**config.mk**
```make
export PLATFORM = sky130hd
export DESIGN_NAME = rf_wb_scheduler
export DESIGN_NICKNAME = d
export VERILOG_FILES = /design/src/rtl/rf_sched_pkg.sv /design/src/rtl/rf_scoreboard.sv /design/src/rtl/rf_wb_scheduler.sv
export SDC_FILE = /design/constraint.sdc
export NUM_CORES = 1
export LEC_CHECK = 0
export ABC_CLOCK_PERIOD_IN_PS = 6610
export CORE_MARGIN = 2
export CORE_UTILIZATION = 49
export DETAILED_ROUTE_END_ITERATION = 16
export HOLD_SLACK_MARGIN = 0.05
export PLACE_DENSITY = 0.81
export SKIP_LAST_GASP = 1
export SLEW_MARGIN = 20
export SYNTH_ARGS = -nofsm -noshare
export SYNTH_HDL_FRONTEND = slang
export SYNTH_SLANG_ARGS = --single-unit
```
**constraint.sdc**
```tcl
create_clock -name clk -period 6.61 [get_ports clk]
set_input_delay 1.322 -clock clk [delete_from_list [all_inputs] [get_ports clk]]
set_output_delay 1.322 -clock clk [all_outputs]
set_load 0.005 [all_outputs]
```
**src/rtl/rf_sched_pkg.sv**
```systemverilog
// Shared types and widths for the register-file writeback scheduler.
package rf_sched_pkg;

    localparam int XLEN   = 32;
    localparam int REG_AW = 5;
    localparam int NREGS  = 1 << REG_AW;

    typedef enum logic [1:0] {
        IDLE,
        HELD,
        DRAIN
    } sched_state_e;

endpackage

```
**src/rtl/rf_scoreboard.sv**
```systemverilog
// Busy vector for registers awaiting MDU results, and the decode hazard compare.
module rf_scoreboard
    import rf_sched_pkg::*;
(
    input  logic              clk,
    input  logic              rst,
    input  logic              set_en,
    input  logic [REG_AW-1:0] set_addr,
    input  logic              clr_en,
    input  logic [REG_AW-1:0] clr_addr,
    input  logic [REG_AW-1:0] rs1,
    input  logic [REG_AW-1:0] rs2,
    input  logic [REG_AW-1:0] rd,
    output logic              hazard
);

    logic [NREGS-1:0] busy;
    logic [NREGS-1:0] set_mask;
    logic [NREGS-1:0] clr_mask;

    // NOTE: every signal driven here gets a default first, so no path leaves it unassigned (no latch).
    always_comb begin
        set_mask = '0;
        clr_mask = '0;
        if (set_en && set_addr != '0) set_mask[set_addr] = 1'b1;
        if (clr_en)                   clr_mask[clr_addr] = 1'b1;
    end

    // Clear is applied before set so a same-cycle set on the same register wins.
    // NOTE: state is updated with non-blocking assignments so all flops see pre-edge values.
    always_ff @(posedge clk) begin
        if (rst) busy <= '0;
        else     busy <= (busy & ~clr_mask) | set_mask;
    end

    always_comb begin
        hazard = ((rs1 != '0) && busy[rs1])
              || ((rs2 != '0) && busy[rs2])
              || ((rd  != '0) && busy[rd]);
    end

endmodule

```
**src/rtl/rf_wb_scheduler.sv**
```systemverilog
// Arbitrates the single register-file write port between the pipeline WB stage and the MDU,
// holding one MDU result and forcing a one-cycle pipeline stall to bound MDU starvation.
module rf_wb_scheduler
    import rf_sched_pkg::*;
#(
    parameter int STARVE_LIMIT = 4
) (
    input  logic              clk,
    input  logic              rst,
    input  logic              pipe_wb_en,
    input  logic [REG_AW-1:0] pipe_wb_addr,
    input  logic [XLEN-1:0]   pipe_wb_data,
    input  logic              mdu_valid,
    input  logic [REG_AW-1:0] mdu_addr,
    input  logic [XLEN-1:0]   mdu_data,
    output logic              mdu_ready,
    input  logic              issue_valid,
    input  logic [REG_AW-1:0] issue_rd,
    input  logic [REG_AW-1:0] dec_rs1,
    input  logic [REG_AW-1:0] dec_rs2,
    input  logic [REG_AW-1:0] dec_rd,
    output logic              hazard,
    output logic              pipe_stall,
    output logic              rf_wb_en,
    output logic [REG_AW-1:0] rf_wb_addr,
    output logic [XLEN-1:0]   rf_wb_data
);

    localparam int CNT_W = $clog2(STARVE_LIMIT + 1);

    sched_state_e      state, state_nxt;
    logic [CNT_W-1:0]  cnt, cnt_nxt, cnt_inc;
    logic [REG_AW-1:0] buf_addr;
    logic [XLEN-1:0]   buf_data;
    logic              buf_load;
    logic              pwr;
    logic              mdu_wr;
    logic              wr_en;
    logic              clr_en;
    logic [REG_AW-1:0] clr_addr;

    assign pwr     = pipe_wb_en && (pipe_wb_addr != '0);
    assign mdu_wr  = mdu_valid && (mdu_addr != '0);
    assign cnt_inc = cnt + CNT_W'(1);

    always_comb begin
        state_nxt  = state;
        cnt_nxt    = cnt;
        buf_load   = 1'b0;
        wr_en      = 1'b0;
        rf_wb_addr = pipe_wb_addr;
        rf_wb_data = pipe_wb_data;
        clr_en     = 1'b0;
        clr_addr   = buf_addr;
        case (state)
            IDLE: begin
                if (pwr) begin
                    wr_en = 1'b1;
                    if (mdu_wr) begin
                        buf_load  = 1'b1;
                        cnt_nxt   = '0;
                        state_nxt = HELD;
                    end
                end else if (mdu_wr) begin
                    wr_en      = 1'b1;
                    rf_wb_addr = mdu_addr;
                    rf_wb_data = mdu_data;
                    clr_en     = 1'b1;
                    clr_addr   = mdu_addr;
                end
            end
            HELD: begin
                if (pwr) begin
                    wr_en   = 1'b1;
                    cnt_nxt = cnt_inc;
                    if (cnt_inc == CNT_W'(STARVE_LIMIT)) state_nxt = DRAIN;
                end else begin
                    wr_en      = 1'b1;
                    rf_wb_addr = buf_addr;
                    rf_wb_data = buf_data;
                    clr_en     = 1'b1;
                    cnt_nxt    = '0;
                    state_nxt  = IDLE;
                end
            end
            DRAIN: begin
                wr_en      = 1'b1;
                rf_wb_addr = buf_addr;
                rf_wb_data = buf_data;
                clr_en     = 1'b1;
                cnt_nxt    = '0;
                state_nxt  = IDLE;
            end
            default: begin
                cnt_nxt   = '0;
                state_nxt = IDLE;
            end
        endcase
    end

    always_ff @(posedge clk) begin
        if (rst) begin
            state <= IDLE;
            cnt   <= '0;
        end else begin
            state <= state_nxt;
            cnt   <= cnt_nxt;
        end
    end

    // NOTE: the holding buffer is deliberately not reset; it is only read while state says it is valid.
    always_ff @(posedge clk) begin
        if (buf_load) begin
            buf_addr <= mdu_addr;
            buf_data <= mdu_data;
        end
    end

    assign rf_wb_en   = wr_en && !rst;
    assign mdu_ready  = (state == IDLE);
    assign pipe_stall = (state == DRAIN);

    rf_scoreboard u_scoreboard (
        .clk      (clk),
        .rst      (rst),
        .set_en   (issue_valid),
        .set_addr (issue_rd),
        .clr_en   (clr_en),
        .clr_addr (clr_addr),
        .rs1      (dec_rs1),
        .rs2      (dec_rs2),
        .rd       (dec_rd),
        .hazard   (hazard)
    );

endmodule

```
Yosys cells after proc, flatten, opt, wreduce, memory -nomap -nowiden. Cells that the tools add are included.

Add/subtract/negate cells: 1. Magnitude comparators: 7. Eq/ne operators: 6. Mux-type cells: 40. Bitwise gates (word level): 3. Reduce and logical (&&, ||, !) cells: 22.

Operators with widths (number): 32-bit two-way mux (5); 32-bit one-hot mux with 3 select lines (1); 32-bit bitwise AND (1); 32-bit NOT (1); 32-bit bitwise OR (1); 5-bit by 6-bit less-than comparator with 1-bit output (second input constant) (5); 5-bit two-way mux (6); 5-bit nonzero test (6); 1-bit binary-select mux with 5-bit select (3); 5-bit one-hot mux with 3 select lines (1); 1-bit two-way mux (11); 1-bit demux with 5-bit select (2); 5-bit by 1-bit >= comparator with 1-bit output (second input constant) (2); 1-bit logical AND (9); 3-bit two-way mux (3); 2-bit two-way mux (4); 3-bit one-hot mux with 2 select lines (1); 2-bit by 1-bit != test with 1-bit output (second input constant) (2); 2-bit one-hot mux with 2 select lines (1); 3-bit by 1-bit adder with 3-bit output (second input constant) (1); 3-bit == test (second input constant) (1); 3-bit != test (second input constant) (1); 1-bit one-hot mux with 3 select lines (1); 3-bit AND reduction (1); other kinds (8) (9).

Flip-flop bits (word level): 74. Output and inout port bits: 41. Word-level logic and storage cells: 84.

Logic depth before layout (Yosys ltp). Gate-level depths: netlist of the first run.

Word-level depth: 13. Depth in mapped cells: 9. Mapped depth without buffers: 7.

By module. A second synthesis of the first run with hierarchy kept.

Cell total of the unflattened synthesis: 435. Area, all modules: 4694.5 um^2.

Modules (own cells, without submodules): rf_wb_scheduler (times used 1, cells an instance 193, area each 2512.4 um^2, sequential area each 1211.2 um^2); rf_scoreboard (times used 1, cells an instance 242, area each 2182.1 um^2, sequential area each 640.6 um^2).

Worst setup path before layout of the first run. Ideal clock, no wire load.

Path kind: input -> register. Start: in mdu_addr[2]. End: reg buf_addr[0] (enable). Setup time: 0.477 ns. Data arrival time: 4.507 ns. Data required time: 6.133 ns. Slack: 1.626 ns. Stages: 4. Path buffers: 2. Path through: clkbuf_1 > o21ai_4 > buf_12 > nor3_1.

Longest elaborated chain between the ends: 5.

Ends and longest elaborated chain: start: declaration (RTL line rf_wb_scheduler.sv:14) `input logic [REG_AW-1:0] mdu_addr,`; 5-bit nonzero test (RTL line rf_wb_scheduler.sv:43) `assign mdu_wr = mdu_valid && (mdu_addr != '0);`; 1-bit logical AND (RTL line rf_wb_scheduler.sv:43); 1-bit two-way mux (RTL line rf_wb_scheduler.sv:59) `if (mdu_wr) begin`; 1-bit two-way mux (RTL line rf_wb_scheduler.sv:57) `if (pwr) begin`; 1-bit two-way mux (RTL line rf_wb_scheduler.sv:55) `case (state)`; via buf_load (RTL line rf_wb_scheduler.sv:35) `logic buf_load;`; end signal: assignment (RTL line rf_wb_scheduler.sv:114) `buf_addr <= mdu_addr;`; end: declaration (RTL line rf_wb_scheduler.sv:33) `logic [REG_AW-1:0] buf_addr;`.

The timed path passes the listed nets, and every way through them passes these cells. A chain may end at the register's enable or synchronous reset.

Worst setup path in the final report of the first run.
Start: in mdu_addr[0]. End: out rf_wb_data[8].

Longest elaborated chain between the ends: 5.

Ends and longest elaborated chain: 5-bit nonzero test (RTL line rf_wb_scheduler.sv:43); 1-bit logical AND (RTL line rf_wb_scheduler.sv:43); 32-bit two-way mux (RTL line rf_wb_scheduler.sv:64) `end else if (mdu_wr) begin`; 32-bit two-way mux (RTL line rf_wb_scheduler.sv:57); 32-bit one-hot mux with 3 select lines (RTL line rf_wb_scheduler.sv:55); end: declaration (RTL line rf_wb_scheduler.sv:26) `output logic [XLEN-1:0] rf_wb_data`.

No other way between the ends.

==> flow_summary.ini, run 1 <==
[finish]
layout.cells.most_common_list = sky130_fd_sc_hd__clkdlybuf4s50_1 (139), sky130_fd_sc_hd__inv_1 (38), sky130_fd_sc_hd__edfxtp_1 (37)
mostFrequentLayoutCell = sky130_fd_sc_hd__clkdlybuf4s50_1
multi_input_gate_area_in_the_final_layout_um2 = 2870
drive_above_1_share = 0.114
final_cell_area_um2 = 6710
sequential_cell_area_um2 = 1830
antenna-diode-count = 0
finish.net_count = 696
count_of_non_filler_cells_in_the_finished_layout = 732
area_growth_pct = 32.1
nFillCells = 815

[power]
total_switching_power_w = 0.000311
leakage_nw = 2.36
report.power.total_w = 0.00121
power_per_standard_cell_area_nw_per_um2 = 181
pwr-share-clk = 0.351
netSwitchingFraction = 0.256
sequentialPowerShare = 0.412
combPwrFrac = 0.237
internal_power_w = 0.000904
ir_worst_vdd_mv = 0.123

[worst_setup_path]
cp.required_ns = 5.29
start_kind = input pin
cell_occurring_most_often_along_the_worst_timing_path = sky130_fd_sc_hd__clkdlybuf4s50_1
crit_arrival_ns = 4.29
worstSetupEndpointType = primary output
timing.reg2reg.setup_slack_ns = 3.66
worstPathMaxFanout = 36
critPathMaxStageDelay_ns = 0.61
setup.worst_path.class = in -> out
critical_path.slowest_cell = sky130_fd_sc_hd__or4_4
sequence_of_cells_on_the_critical_path = clkdlybuf4s50_1 -> or4_4 -> o21a_1 -> nand2_1 -> a221o_1 -> buf_4 -> a21o_1 -> clkdlybuf4s50_1

[grt]
globalRoute.totalOverflow = 0
vias_in_the_first_global_route = 4605
grt_antenna_before_repair = 0
grt_max_degree = 42
groute.usage.overall = 0.261
global_route_wire_length_before_repair_mm = 23.3

[timing]
timing_hold_violations_final = 0
tns_ns = 0
skew_ns = 0.00881
finalCriticalPeriod_ns = 5.61
final_min_period_over_clock_period = 0.849
setup_viol = 0
max_slew_violation_count = 0
max_slew_margin = 0.367
top_achievable_clock_speed_ghz = 0.178
rsz0062_at_grt = false
actual_slew_at_the_worst_max_slew_pin_ns = 0.948

[clocking]
ctsRootBufferMaster = sky130_fd_sc_hd__clkbuf_8
cts_inserted_buffers = 9
clk_transition_reported_paths_ns = 0.08
cts_hold_repair_buffers = 0
cts_setup_buffers = 0
cts.path.max_buffers = 2
cts.sinks = 73
clock_latency_ns = 0.36
htree_depth = 3
post_cts_resized = 0
clock_tree_from_tritoncts = yes

[placed_design]
place.detailed.hpwl_mm = 10.6
gp_congestion = 0.861
dpl-instance-area_um2 = 6460
placed_cells = 716
number_of_buffer_cells_added_on_primary_ports = 139

[floorplan]
placementRows = 37
floorplan.io_pins = 140
start_util = 0.499
die_width_um = 106
dieHeight_um = 106
design.core.area_um2 = 10200
die-area_um2 = 11200

[worst_hold_path]
worst_hold_path_type = reg -> reg

[drt]
detailroute.via_count = 4602
drt_drc_violations_left = 0
drt-vias-per-instance = 6.29
ant_nets = 0
drtIter0Drc = 353
routed_length_per_instance_um = 19.7
detail_route.first_pass.iterations = 5
postRouteWirelength_mm = 14.4

[synthesis]
ys_dominant_reg_cell = sky130_fd_sc_hd__edfxtp_1
yosys.cell_types.count = 63
synth.yosys.seq_area_share = 0.361
post_synthesis_cell_count = 469
synth_seq_cells = 73
synth.avg_cell_area_um2 = 10.8
synth_area_um2 = 5080
synthesis.nets = 574
yosysWarningCount = 0
postSynth.asyncResetShare = 0
synth-edff-count = 37

[flow_run]
maxCapViolCount = 0

[status]
status = finished, final reports clean
-- power by group through the flow --
stage          Combinational, W  Sequential (W)  Clock [W]
2_1_floorplan          0.000146        0.000508          0
3_3_place_gp           0.000282        0.000510          0
3_5_place_dp           0.000286        0.000510          0
4_1_cts                0.000289        0.000500   0.000435
5_1_grt                0.000308        0.000502   0.000455
6_report               0.000288        0.000500   0.000426
-- synth_stat cells (2+ instances only) --
master                      count  area (µm²)
sky130_fd_sc_hd__nor2b_1       11        68.8
sky130_fd_sc_hd__clkbuf_1      11        41.3
sky130_fd_sc_hd__mux4_2        20         450
sky130_fd_sc_hd__ha_1           6        75.1
sky130_fd_sc_hd__o31ai_4        5         106
sky130_fd_sc_hd__o311ai_4       3        78.8
sky130_fd_sc_hd__a2bb2oi_1     10        87.6
sky130_fd_sc_hd__nand4_1       12        75.1
sky130_fd_sc_hd__buf_4          5        37.5
sky130_fd_sc_hd__a22o_1        36         315
sky130_fd_sc_hd__a221oi_1       2        17.5
sky130_fd_sc_hd__a211oi_1       3        22.5
sky130_fd_sc_hd__nand3_1        7        35.0
sky130_fd_sc_hd__a21o_1        36         270
sky130_fd_sc_hd__nand3b_1       3        22.5
sky130_fd_sc_hd__nor4_1         3        18.8
sky130_fd_sc_hd__buf_6          9         101
sky130_fd_sc_hd__a22oi_1       21         158
sky130_fd_sc_hd__inv_1         38         143
sky130_fd_sc_hd__a2111oi_0      6        52.6
sky130_fd_sc_hd__edfxtp_1      37        1110
sky130_fd_sc_hd__nor2_1        11        41.3
sky130_fd_sc_hd__o21ai_0        5        25.0
sky130_fd_sc_hd__nand2b_1      12        75.1
sky130_fd_sc_hd__a21oi_1        6        30.0
sky130_fd_sc_hd__nor3_1        14        70.1
sky130_fd_sc_hd__o32ai_1       30         263
sky130_fd_sc_hd__nand4_2        2        25.0
sky130_fd_sc_hd__mux2i_1        9        90.1
sky130_fd_sc_hd__dfxtp_1       36         721
sky130_fd_sc_hd__a311o_1        2        20.0
sky130_fd_sc_hd__buf_2          7        35.0
sky130_fd_sc_hd__buf_1          3        11.3
sky130_fd_sc_hd__nand2_1       19        71.3
-- through the flow --
step / worst slack [ns] / hold slack, ns / utilization
4_1_cts: 1.01 / 0.484 / 0.658
3_3_place_gp: 1.05 / 0.463 / 0.635
6_report: 0.999 / 0.487 / 0.658
2_1_floorplan: 1.63 / 0.452 / -
3_5_place_dp: 1.01 / 0.472 / 0.635
5_1_grt: 0.830 / 0.513 / 0.658
-- flip-flops by register name, summed over array words and instances (netlist names) --
name	cells
state	2
buf_addr	5
cnt	3
u_scoreboard.busy	31
buf_data	32
-- layer usage --
| metal | GRT usage | vias to the layer above | routed length, µm |
|---|---|---|---|
| met5 | 0 | - | 0 |
| met1 | 0.332 | 2246 | 5980 |
| met3 | 0.0445 | 28 | 834 |
| met4 | 0.0874 | 0 | 315 |
| met2 | 0.450 | 188 | 7300 |
| li1 | - | 2140 | - |
-- final timing paths --
kind	start	depth (start not counted)	end
max	mdu_addr[0]	8	rf_wb_data[8]
min	cnt[1]	2	cnt[1]
max reg2reg	state[1]	6	u_scoreboard.busy[24]
min reg2reg	cnt[1]	2	cnt[1]
-- cell families (layout without fill, tap and decap cells) --
group,count (synthesis),after routing,synth area share
AO/OA/AOI/OAI,178,178,0.312
XOR/XNOR,1,1,0.00173
adder cells (fa/ha/maj),6,6,0.0148
buffers and inverters,74,201,0.0766
flip-flops,73,73,0.361
multiplexers,30,30,0.109
AND/OR/NAND/NOR,107,107,0.125
-- critical path: cells and delay by family --
kind	cells	cell delay, ns
AO/OA/AOI/OAI	3	0.73
AND/OR/NAND/NOR	2	0.81
buffers and inverters	3	1.39
-- layout make-up --
| class | count | share of cell area |
|---|---|---|
| multi-input cells | 322 | 0.428 |
| flip-flops and latches | 73 | 0.273 |
| repair buffers | 147 | 0.216 |
| well taps | 136 | 0.0254 |
| inverters | 38 | 0.0213 |
| clock buffers | 9 | 0.0185 |
| clock inverters | 7 | 0.0175 |
Power figures use the tool's default switching activity.
==> inputs of run 2 (changes only) <==
--- a/config.mk
+++ b/config.mk
@@ -5,12 +5,12 @@
 export SDC_FILE = /design/constraint.sdc
 export NUM_CORES = 1
 export LEC_CHECK = 0
-export ABC_CLOCK_PERIOD_IN_PS = 6610
+export ABC_CLOCK_PERIOD_IN_PS = 5110
 export CORE_MARGIN = 2
-export CORE_UTILIZATION = 49
+export CORE_UTILIZATION = 44
 export DETAILED_ROUTE_END_ITERATION = 16
 export HOLD_SLACK_MARGIN = 0.05
-export PLACE_DENSITY = 0.81
+export PLACE_DENSITY = 0.77
 export SKIP_LAST_GASP = 1
 export SLEW_MARGIN = 20
 export SYNTH_ARGS = -nofsm -noshare
==> constraint.sdc (replaced) <==
create_clock -name clk -period 5.11 [get_ports clk]
set_input_delay 1.022 -clock clk [delete_from_list [all_inputs] [get_ports clk]]
set_output_delay 1.022 -clock clk [all_outputs]
set_load 0.005 [all_outputs]
==> flow_summary.ini, run 2 (same netlist as run 1, synthesis figures left out) <==
[timing]
actual_slew_at_the_worst_max_slew_pin_ns = 0.659
tns_ns = 0
final_min_period_over_clock_period = 0.915
max_slew_violation_count = 0
timing_hold_violations_final = 0
skew_ns = 0.00571
max_slew_margin = 0.561
top_achievable_clock_speed_ghz = 0.214
rsz0062_at_grt = false
finalCriticalPeriod_ns = 4.67
setup_viol = 0

[floorplan]
placementRows = 39
dieHeight_um = 111
floorplan.io_pins = 140
design.core.area_um2 = 11300
die-area_um2 = 12400
start_util = 0.448
die_width_um = 111

[worst_setup_path]
setup.worst_path.class = in -> out
crit_arrival_ns = 3.65
timing.reg2reg.setup_slack_ns = 2.59
cp.required_ns = 4.09
start_kind = input pin
worstSetupEndpointType = primary output
worstPathMaxFanout = 36
timing.reg2reg.worst_path_depth = 7
regToRegEndpoint = u_scoreboard.busy[3]
crit-reg2reg-launch = state[0]

[drt]
drt-vias-per-instance = 6.17
postRouteWirelength_mm = 14.5
detail_route.first_pass.iterations = 5
routed_length_per_instance_um = 19.6
drt_drc_violations_left = 0
drtIter0Drc = 411
ant_nets = 0
detailroute.via_count = 4586

[grt]
grt_max_degree = 42
globalRoute.totalOverflow = 0
global_route_wire_length_before_repair_mm = 23.5
vias_in_the_first_global_route = 4556
groute.usage.overall = 0.232
grt_antenna_before_repair = 0

[worst_hold_path]
worst_hold_path.num_cells = 2
worst_hold_path_type = reg -> reg
holdPathEnd = cnt[1]
startpoint_of_the_worst_hold_path = cnt[1]

[finish]
layout.cells.most_common_list = sky130_fd_sc_hd__clkdlybuf4s50_1 (139), sky130_fd_sc_hd__inv_1 (38), sky130_fd_sc_hd__edfxtp_1 (37)
mostFrequentLayoutCell = sky130_fd_sc_hd__clkdlybuf4s50_1
sequential_cell_area_um2 = 1830
area_growth_pct = 34.0
nFillCells = 929
largest_register = buf_data
top_regs = buf_data: 32 flops, u_scoreboard.busy: 31 flops, buf_addr: 5 flops
antenna-diode-count = 0
finish.net_count = 700
drive_above_1_share = 0.120
multi_input_gate_area_in_the_final_layout_um2 = 2870
flip_flop_count_of_the_largest_register_all_copies_and_words_added = 32

[clocking]
cts_inserted_buffers = 9
clock_tree_from_tritoncts = yes
cts_hold_repair_buffers = 0
clk_transition_reported_paths_ns = 0.06
htree_depth = 3
cts_setup_buffers = 0
ctsRootBufferMaster = sky130_fd_sc_hd__clkbuf_16
post_cts_resized = 0
cts.sinks = 73
clock_latency_ns = 0.34
cts.path.max_buffers = 2

[power]
power_per_standard_cell_area_nw_per_um2 = 242
ir_worst_vdd_mv = 0.223
leakage_nw = 2.40
report.power.total_w = 0.00165

[placed_design]
place.detailed.hpwl_mm = 10.8
gp_congestion = 0.894
number_of_buffer_cells_added_on_primary_ports = 139

[status]
status = finished, final reports clean

[flow_run]
maxCapViolCount = 0
==> run 2: cell count changes in the layout (fill, tap and decap cells not counted), sizes merged <==
cell and change:
bufinv -3, inv +3, buf +4
==> run 2: area by class of cell <==
type,instances,share of cell area
Clock buffer,9,0.0331
Clock inverter,7,0.0107
Inverter,38,0.0210
Multi-Input combinational cell,322,0.422
Sequential cell,73,0.269
Tap cell,143,0.0263
Timing Repair Buffer,151,0.218
==> run 2: worst max path at each step <==
stage                           start             to  slack (ns)  cells after the start
final                     mdu_addr[0]  rf_wb_data[3]        0.44                      8
after global placement    mdu_addr[3]  rf_wb_addr[0]        0.47                      8
after floorplan           mdu_addr[2]    buf_addr[0]        0.43                      4
after detailed placement  mdu_addr[0]  rf_wb_addr[0]        0.43                      8
after global routing      mdu_addr[0]  rf_wb_addr[0]        0.31                      8
after CTS                 mdu_addr[0]  rf_wb_addr[0]        0.42                      8
==> run 2: per-layer routing <==
metal  share of wire  track usage
met2            0.50        0.391
met5               0            0
met3           0.060       0.0381
met1            0.42        0.308
met4           0.018       0.0675
==> run 2: where the power goes <==
part / leakage [nW] / switching, W / internal, W
Sequential: 0.635 / 0.0000110 / 0.000636
Combinational: 1.62 / 0.000165 / 0.000211
Clock: 0.143 / 0.000279 / 0.000344
Total: 2.40 / 0.000454 / 0.00119
==> run 2: critical path, cell delays in order <==
cell and delay (ns):
sky130_fd_sc_hd__clkdlybuf4s50_1 0.52, sky130_fd_sc_hd__or4_4 0.60, sky130_fd_sc_hd__o21a_1 0.20, sky130_fd_sc_hd__nand2_1 0.11
sky130_fd_sc_hd__a221o_1 0.15, sky130_fd_sc_hd__buf_4 0.33, sky130_fd_sc_hd__a21o_1 0.17, sky130_fd_sc_hd__clkdlybuf4s50_1 0.52
==> run 2: metrics by stage <==
stage	util	std cells	hold WS (ns)	cell area, µm²	setup slack (ns)
finish	0.601	743	0.485	6800	0.435
floorplan	-	469	0.452	5080	0.426
global route	0.601	743	0.534	6800	0.308
CTS	0.601	743	0.486	6800	0.424
global placement	0.574	727	0.466	6500	0.467
detailed placement	0.574	727	0.477	6500	0.429
==> inputs of run 3 (changes only) <==
==> constraint.sdc (replaced) <==
create_clock -name clk -period 5.11 [get_ports clk]
set_input_delay 1.022 -clock clk [delete_from_list [all_inputs] [get_ports clk]]
set_output_delay 1.022 -clock clk [all_outputs]
set_load 0.01 [all_outputs]
==> flow_summary.ini, run 3 (same netlist as run 1, synthesis figures left out) <==
[status]
status = finished, final reports clean

[drt]
routed_length_per_instance_um = 19.3
drt-vias-per-instance = 6.19
detailroute.via_count = 4607
drt_drc_violations_left = 0
drtIter0Drc = 286
detail_route.first_pass.iterations = 7
ant_nets = 0
postRouteWirelength_mm = 14.4

[placed_design]
number_of_buffer_cells_added_on_primary_ports = 139
place.detailed.hpwl_mm = 10.8
gp_congestion = 0.857
dp_worst_setup_slack_ns = 0.445

[clocking]
cts_setup_buffers = 0
clk_transition_reported_paths_ns = 0.06
ctsRootBufferMaster = sky130_fd_sc_hd__clkbuf_16
clock_tree_from_tritoncts = yes
cts.sinks = 73
post_cts_resized = 0
cts.path.max_buffers = 2
clock_latency_ns = 0.33
cts_hold_repair_buffers = 0
htree_depth = 3
cts_inserted_buffers = 9

[worst_setup_path]
setup.worst_path.class = in -> out
worstSetupEndpointType = primary output
cp.required_ns = 4.09
worstPathMaxFanout = 36
start_kind = input pin
crit_arrival_ns = 3.65

[finish]
mostFrequentLayoutCell = sky130_fd_sc_hd__clkdlybuf4s50_1
largest_register = buf_data
top_regs = buf_data: 32 flops, u_scoreboard.busy: 31 flops, buf_addr: 5 flops
flip_flop_count_of_the_largest_register_all_copies_and_words_added = 32
area_growth_pct = 34.3
drive_above_1_share = 0.120
fin_util = 0.602
antenna-diode-count = 0
finish.net_count = 701
layout.cells.most_common_list = sky130_fd_sc_hd__clkdlybuf4s50_1 (139), sky130_fd_sc_hd__inv_1 (38), sky130_fd_sc_hd__edfxtp_1 (37)

[floorplan]
design.core.area_um2 = 11300
start_util = 0.448
die-area_um2 = 12400
floorplan.io_pins = 140
placementRows = 39
die_width_um = 111
dieHeight_um = 111

[grt]
grt-busiest-layer = met2
grt_antenna_before_repair = 0
groute.usage.overall = 0.227
globalRoute.totalOverflow = 0
vias_in_the_first_global_route = 4549
grt_util_met2 = 0.384
global_route_wire_length_before_repair_mm = 23.3
global_route.usage.met1 = 0.308
grt_max_degree = 42
globalRouteMet3Util = 0.0381

[timing]
tns_ns = 0
final_min_period_over_clock_period = 0.915
final.setup.worst_slack_ns = 0.434
hold-worst-slack_ns = 0.482
finalCriticalPeriod_ns = 4.68
actual_slew_at_the_worst_max_slew_pin_ns = 0.687
skew_ns = 0.00752
max_slew_margin = 0.542
max_slew_violation_count = 0
setup_viol = 0
timing_hold_violations_final = 0
top_achievable_clock_speed_ghz = 0.214
rsz0062_at_grt = false

[power]
leakage_nw = 2.40
ir_worst_vdd_mv = 0.156
power_per_standard_cell_area_nw_per_um2 = 244

[worst_hold_path]
worst_hold_path_type = reg -> reg

[flow_run]
maxCapViolCount = 0
==> run 3: report_power, final <==
group	internal [W]	leakage (nW)	switching [W]
clock network	0.000379	0.135	0.000245
logic	0.000213	1.63	0.000180
registers	0.000637	0.635	0.0000112
==> run 3: critical path: stages <==
cell                              delay, ns
sky130_fd_sc_hd__clkdlybuf4s50_1       0.52
sky130_fd_sc_hd__or4_4                 0.60
sky130_fd_sc_hd__o21a_1                0.20
sky130_fd_sc_hd__nand2_1               0.10
sky130_fd_sc_hd__a221o_1               0.14
sky130_fd_sc_hd__buf_4                 0.33
sky130_fd_sc_hd__a21o_1                0.18
sky130_fd_sc_hd__clkdlybuf4s50_1       0.54
==> run 3: path summary, 6_finish.rpt <==
kind | endpoint | slack (ns) | from | cells after the start
max | rf_wb_data[10] | 0.43 | mdu_addr[0] | 8
min | cnt[1] | 0.48 | cnt[1] | 2
max reg2reg | u_scoreboard.busy[11] | 2.50 | state[0] | 7
min reg2reg | cnt[1] | 0.48 | cnt[1] | 2
==> run 3: layout make-up <==
class | instances | area, µm²
Clock buffer | 10 | 229
Inverter | 38 | 143
Multi-Input combinational cell | 322 | 2870
Timing Repair Buffer | 152 | 1500
Sequential cell | 73 | 1830
Tap cell | 143 | 179
Fill cell | 955 | 4500
Clock inverter | 6 | 67.6
==> run 3: metal layers <==
layer,vias up,share of wire
li1,2153,-
met1,2256,0.43
met2,179,0.50
met3,19,0.060
met4,0,0.012
met5,-,0
==> run 3: per-stage QoR <==
step           std cells  total power, W  instance area [µm²]
2_1_floorplan        469        0.000861                 5080
3_3_place_gp         728         0.00104                 6520
3_5_place_dp         728         0.00105                 6520
4_1_cts              744         0.00167                 6820
5_1_grt              744         0.00173                 6820
6_report             744         0.00167                 6820
